==> src/rtl/vita_frame_assembler_pkg.sv <==
// Shared types and sync-code constants for the VITA frame assembler.
// Holds the FSM state enum and the decoder's 8-bit sync words.
package vita_frame_assembler_pkg;

  typedef enum logic [1:0] {
    ST_IDLE,
    ST_IN_LINE,
    ST_GAP
  } state_t;

  localparam logic [7:0] CODE_FS  = 8'hAA;
  localparam logic [7:0] CODE_FE  = 8'hCA;
  localparam logic [7:0] CODE_LS  = 8'h2A;
  localparam logic [7:0] CODE_LE  = 8'h4A;
  localparam logic [7:0] CODE_IMG = 8'h0D;

endpackage

==> src/rtl/vita_pixel_hold.sv <==
// One-pixel hold register: delays each pixel until the next one (eol=0)
// or an end event (eol=1) arrives. Ports: push/flush in, emit + pix_* out.
import vita_frame_assembler_pkg::*;

module vita_pixel_hold #(
  parameter int DATA_W = 10,
  parameter int COL_W  = 12
) (
  input  logic              pclock,
  input  logic              reset,
  input  logic              push,
  input  logic              flush,
  input  logic              sof,
  input  logic [DATA_W-1:0] din,
  input  logic [COL_W-1:0]  col,
  input  logic [COL_W-1:0]  row,
  output logic              emit,
  output logic              pix_valid,
  output logic              pix_sof,
  output logic              pix_eol,
  output logic [DATA_W-1:0] pix_data,
  output logic [COL_W-1:0]  pix_col,
  output logic [COL_W-1:0]  pix_row
);

  logic              full;
  logic [DATA_W-1:0] h_data;
  logic [COL_W-1:0]  h_col;
  logic [COL_W-1:0]  h_row;

  // push and flush are mutually exclusive by strobe precedence
  assign emit = full & (push | flush);

  always_ff @(posedge pclock or negedge reset) begin
    if (!reset) begin
      full      <= 1'b0;
      h_data    <= '0;
      h_col     <= '0;
      h_row     <= '0;
      pix_valid <= 1'b0;
      pix_sof   <= 1'b0;
      pix_eol   <= 1'b0;
      pix_data  <= '0;
      pix_col   <= '0;
      pix_row   <= '0;
    end else begin
      pix_valid <= emit;
      pix_sof   <= emit & sof;
      pix_eol   <= emit & flush;
      if (emit) begin
        pix_data <= h_data;
        pix_col  <= h_col;
        pix_row  <= h_row;
      end
      if (push) begin
        full   <= 1'b1;
        h_data <= din;
        h_col  <= col;
        h_row  <= row;
      end else if (flush) begin
        full <= 1'b0;
      end
    end
  end

endmodule

==> src/rtl/vita_frame_assembler.sv <==
// Assembles VITA sync-decoder strobes into a pixel stream with sof/eol,
// coordinates, window ID capture, line length and sticky error flags.
import vita_frame_assembler_pkg::*;

module vita_frame_assembler #(
  parameter int DATA_W      = 10,
  parameter int LINE_PIXELS = 1920,
  parameter int COL_W       = 12
) (
  input  logic              pclock,
  input  logic              reset,
  input  logic              FS,
  input  logic              FE,
  input  logic              LS,
  input  logic              LE,
  input  logic              IMG,
  input  logic              ID,
  input  logic              sync_bit,
  input  logic [DATA_W-1:0] data_in,
  output logic [DATA_W-1:0] pix_data,
  output logic              pix_valid,
  output logic              pix_sof,
  output logic              pix_eol,
  output logic [COL_W-1:0]  pix_col,
  output logic [COL_W-1:0]  pix_row,
  output logic [7:0]        window_id,
  output logic              frame_done,
  output logic [COL_W-1:0]  line_len,
  output logic              err_seq,
  output logic              err_len
);

  localparam logic [COL_W-1:0] CMAX = '1;

  state_t           state;
  logic [COL_W-1:0] col;
  logic [COL_W-1:0] row;
  logic [COL_W-1:0] row_nxt;
  logic             sof_pending;
  logic [7:0]       shift;
  logic             in_frame;
  logic             col_max;
  logic             len_bad;
  logic             push;
  logic             flush;
  logic             emit;

  assign in_frame = (state != ST_IDLE);
  assign col_max  = (col == CMAX);
  assign len_bad  = (32'(col) != LINE_PIXELS);
  assign row_nxt  = (row == CMAX) ? row : row + 1'b1;

  // any higher-priority strobe closes the held pixel; IMG only when alone
  assign flush = in_frame & (FS | FE | LE | LS);
  assign push  = (state == ST_IN_LINE) & IMG & ~col_max
               & ~(FS | FE | LE | LS);

  vita_pixel_hold #(
    .DATA_W(DATA_W),
    .COL_W (COL_W)
  ) u_hold (
    .pclock   (pclock),
    .reset    (reset),
    .push     (push),
    .flush    (flush),
    .sof      (sof_pending),
    .din      (data_in),
    .col      (col),
    .row      (row),
    .emit     (emit),
    .pix_valid(pix_valid),
    .pix_sof  (pix_sof),
    .pix_eol  (pix_eol),
    .pix_data (pix_data),
    .pix_col  (pix_col),
    .pix_row  (pix_row)
  );

  always_ff @(posedge pclock or negedge reset) begin
    if (!reset) begin
      state       <= ST_IDLE;
      col         <= '0;
      row         <= '0;
      sof_pending <= 1'b0;
      shift       <= '0;
      window_id   <= '0;
      frame_done  <= 1'b0;
      line_len    <= '0;
      err_seq     <= 1'b0;
      err_len     <= 1'b0;
    end else begin
      shift      <= {shift[6:0], sync_bit};
      frame_done <= 1'b0;
      if (ID) window_id <= {shift[6:0], sync_bit};
      if (emit) sof_pending <= 1'b0;
      if (FS) begin
        // restart from inside a frame is a sequence error
        state       <= ST_IN_LINE;
        col         <= '0;
        row         <= '0;
        sof_pending <= 1'b1;
        err_seq     <= in_frame;
        err_len     <= 1'b0;
      end else begin
        unique case (state)
          ST_IN_LINE: begin
            if (FE) begin
              state      <= ST_IDLE;
              line_len   <= col;
              frame_done <= 1'b1;
              if (len_bad) err_len <= 1'b1;
            end else if (LE) begin
              state    <= ST_GAP;
              line_len <= col;
              if (len_bad) err_len <= 1'b1;
            end else if (LS) begin
              err_seq <= 1'b1;
              row     <= row_nxt;
              col     <= '0;
            end else if (IMG) begin
              if (col_max) err_len <= 1'b1;
              else         col     <= col + 1'b1;
            end
          end
          ST_GAP: begin
            if (FE) begin
              state   <= ST_IDLE;
              err_seq <= 1'b1;
            end else if (LE) begin
              err_seq <= 1'b1;
            end else if (LS) begin
              state <= ST_IN_LINE;
              row   <= row_nxt;
              col   <= '0;
            end else if (IMG) begin
              err_seq <= 1'b1;
            end
          end
          default: ;
        endcase
      end
    end
  end

endmodule

==> config.mk <==
export PLATFORM = sky130hd
export DESIGN_NAME = vita_frame_assembler
export DESIGN_NICKNAME = d
export VERILOG_FILES = /design/src/rtl/vita_frame_assembler_pkg.sv /design/src/rtl/vita_pixel_hold.sv /design/src/rtl/vita_frame_assembler.sv
export SDC_FILE = /design/constraint.sdc
export NUM_CORES = 1
export LEC_CHECK = 0
export CAP_MARGIN = 30
export CORE_AREA = 2 2 121 123
export DETAILED_ROUTE_END_ITERATION = 10
export DIE_AREA = 0 0 123 125
export SYNTH_ARGS = -nofsm -noshare
export SYNTH_HDL_FRONTEND = slang
export SYNTH_HIERARCHICAL = 1
export SYNTH_SLANG_ARGS = --single-unit
==> constraint.sdc <==
create_clock -name pclock -period 4.8 [get_ports pclock]
set_input_delay 0.96 -clock pclock [delete_from_list [all_inputs] [get_ports pclock]]
set_output_delay 0.96 -clock pclock [all_outputs]
set_load 0.1 [all_outputs]
==> qor.tcl <==
set qor(min_period_over_period_pct) 60.1
set qor(primary_ff_master_synth) {sky130_fd_sc_hd__dfrtp_1}
set qor(die_x_um) 123
set qor(cts.hold.buffers_added) 0
set qor(yosys-top-cells-count) {sky130_fd_sc_hd__dfrtp_1 (129), sky130_fd_sc_hd__mux2_2 (85), sky130_fd_sc_hd__nor2_1 (20)}
set qor(io_buffer_count) 78
set qor(cts.reportedPaths.clkPinSlew_ps) 60
set qor(grt_max_degree) 67
set qor(synth_top_family_by_area) {multiplexers}
set qor(gr-usage-all-layers_pct) 15.7
set qor(drive_above_1_share_pct) 27.3
set qor(cts_sinks) 129
set qor(post_synth_and_or_nand_nor_area_fraction_pct) 8.93
set qor(grt_antenna_before_repair) 0
set qor(global_route.usage.met1_pct) 21.3
set qor(postLayoutSetupSlackWorst_ps) 1910
set qor(cts-root-buf) {sky130_fd_sc_hd__clkbuf_16}
set qor(max-cap-violations) 0
set qor(tritoncts) {yes}
set qor(synth_compound_area_share_pct) 8.75
set qor(die_h_um) 125
set qor(detail_route.wl_per_cell_um) 16.0
set qor(mean_instance_size_in_the_synthesized_netlist_um2) 13.5
set qor(highest_cell_delay_on_the_worst_timing_path_ps) 1140
set qor(route.detailed.drc) 0
set qor(placement.cell_area_um2) 6470
set qor(synth_sequential_area_ratio_pct) 58.0
set qor(final.setup_skew_ps) 7.19
set qor(dr.pass1.iters) 4
set qor(finalSetupViolations) 0
set qor(timing.setup.tns_ps) 0
set qor(timing.final.max_slew_violations) 0
set qor(total_power_mw) 2.98
set qor(busiest_layer) {met2}
set qor(grt_pass1_wl_um) 18800
set qor(fraction_of_registers_with_async_set_reset_pct) 100
set qor(grt_setup_unrepaired) {false}
set qor(critPathArrivalTime_ps) 1930
set qor(insertion_delay_ps) 410
set qor(leakage_power_nw) 3.23
set qor(synth_cell_type_count) 60
set qor(final_nets) 518
set qor(routed_wirelength_um) 11000
set qor(via_count_of_the_first_global_routing_pass) 3674
set qor(hp-class) {flip-flop to flip-flop}
set qor(floorplan.die_area_um2) 15400
set qor(cpLargestDelayFamily) {buffers and inverters}
set qor(power.ir.vdd_worst_mv) 0.185
set qor(syn_inst) 412
set qor(fin_area_um2) 7090
set qor(max-clock-path-buffers) 2
set qor(drt-initial-drc-count) 173
set qor(post-place-ws_ps) 1610
set qor(io_pins) 79
set qor(crit_slowest_cell) {sky130_fd_sc_hd__clkdlybuf4s50_1}
set qor(netlist.top_cell.by_area) {sky130_fd_sc_hd__dfrtp_1}
set qor(finish.utilization_pct) 49.9
set qor(timing.critical_path.to_type) {output pin}
set qor(htree_levels) 4
set qor(global_route.overflow_total) 0
set qor(cts_repair_resize_count) 0
set qor(final-hold-violation-count) 0
set qor(synth.most_common_cell) {sky130_fd_sc_hd__dfrtp_1}
set qor(crit_buf_inv) 1
set qor(multiInputGateArea_um2) 2130
set qor(crit_required_ps) 3840
set qor(timing.fmax_ghz) 0.347
set qor(outcome) {finished clean}
set qor(synth.cell_area_um2) 5560
set qor(yosys-mux-area-fraction_pct) 18.6
set qor(gp_congestion) 0.850
set qor(vias_per_cell) 5.15
set qor(rows) 44
set qor(use_met3_pct) 4.33
set qor(number_of_buffers_created_by_cts) 17
set qor(initial_core_util_pct) 39.2
set qor(worst-slew-pin-transition_ps) 1040
set qor(areaGrowthSynthToFinish_pct) 27.4
set qor(timing.critical_path.cells) {clkdlybuf4s50_1}
set qor(ys.warnings.count) 6
set qor(synth.ff_latch_count) 129
set qor(worstSetupPathType) {flip-flop to output pin}
set qor(element_type_at_the_critical_path_start) {flip-flop}
set qor(antennaDiodeCount) 0
set qor(nFillCells) 1249
set qor(worst-r2r-setup-slack_ps) 2170
set qor(synth_top_area_share_pct) 58.0
set qor(ant_nets) 0
set qor(number_of_enable_type_register_cells_in_the_synthesized_netlist) 0
set qor(detailed_place_hpwl_um) 7250
set qor(timing.max_slew.rel_slack_pct) 30.7
set qor(total_power_divided_by_cell_area_nw_per_um2) 420
set qor(synth_nets) 437
set qor(final.min_clock_period_ps) 2890
set qor(routed-via-count) 3552
set qor(crit_path_max_fanout) 2
set qor(fraction_of_synthesized_cell_area_in_xor_and_xnor_cells_pct) 0.472
set qor(netlist_top_cells_area) {sky130_fd_sc_hd__dfrtp_1 (58%), sky130_fd_sc_hd__mux2_2 (17%), sky130_fd_sc_hd__ha_1 (1.3%)}
set qor(design.core.area_um2) 14200
set qor(register_area_um2) 3230
set qor(cts_setup_buffers) 0
set qor(post_synth_fa_ha_maj_area_fraction_pct) 1.35
set qor(met2_capacity_usage_during_global_routing_pct) 23.6
[final timing paths]
path | startpoint | endpoint | cells past startpoint
max in group asynchronous | reset | u_hold/pix_eol | 2
max reg2reg | col[0] | u_hold/pix_data[0] | 7
min | shift[1] | shift[2] | 0
min in group asynchronous | reset | frame_done | 1
min reg2reg | shift[1] | shift[2] | 0
max | err_seq | err_seq | 1
[sequential cells by signal, indices dropped and copies added (netlist names), 2 cells and up]
| register | count |
|---|---|
| col | 12 |
| line_len | 12 |
| row | 12 |
| shift | 7 |
| state | 2 |
| u_hold/h_col | 12 |
| u_hold/h_data | 10 |
| u_hold/h_row | 12 |
| u_hold/pix_col | 12 |
| u_hold/pix_data | 10 |
| u_hold/pix_row | 12 |
| window_id | 8 |
[layout make-up]
class	instances	area share, %
well taps	184	3.25
clock inverters	15	2.72
repair buffers	83	11.7
clock buffers	17	6.00
flip-flops and latches	129	45.6
multi-input cells	247	30.0
inverters	15	0.794
[cells by family (layout without fill, tap and decap cells)]
kind of cell | after synthesis | count (layout)
flip-flops | 129 | 129
multiplexers | 92 | 92
AND/OR/NAND/NOR | 87 | 87
AO/OA/AOI/OAI | 59 | 59
buffers and inverters | 36 | 130
adder cells (fa/ha/maj) | 6 | 6
XOR/XNOR | 3 | 3
[cell usage in the layout, fill, tap and decap left out, drive strengths merged, types with 8 or more instances in the layout]
cell,n
mux2,90
nand2,11
dfrtp,129
clkdlybuf4s50,77
nand3,14
inv,15
nor2,21
or3,8
clkbuf,17
a21oi,12
o21ai,13
[where the power goes]
part | internal (mW) | total (mW) | switching (mW)
logic | 0.132 | 0.467 | 0.335
registers | 1.15 | 1.18 | 0.0334
clock network | 0.863 | 1.33 | 0.464
total | 2.15 | 2.98 | 0.833
[per-stage QoR]
stage,hold slack (ps),cells
floorplan,349,412
finish,368,690
CTS,367,690
global placement,350,657
global route,381,690
detailed placement,354,658
[layer usage]
metal  up-vias  share of wire, %
met5         -                 0
met4         0               1.4
met3        12               4.5
met2        83                48
met1      1792                46
li1       1665                 -
(Power assumes the default switching activity.)
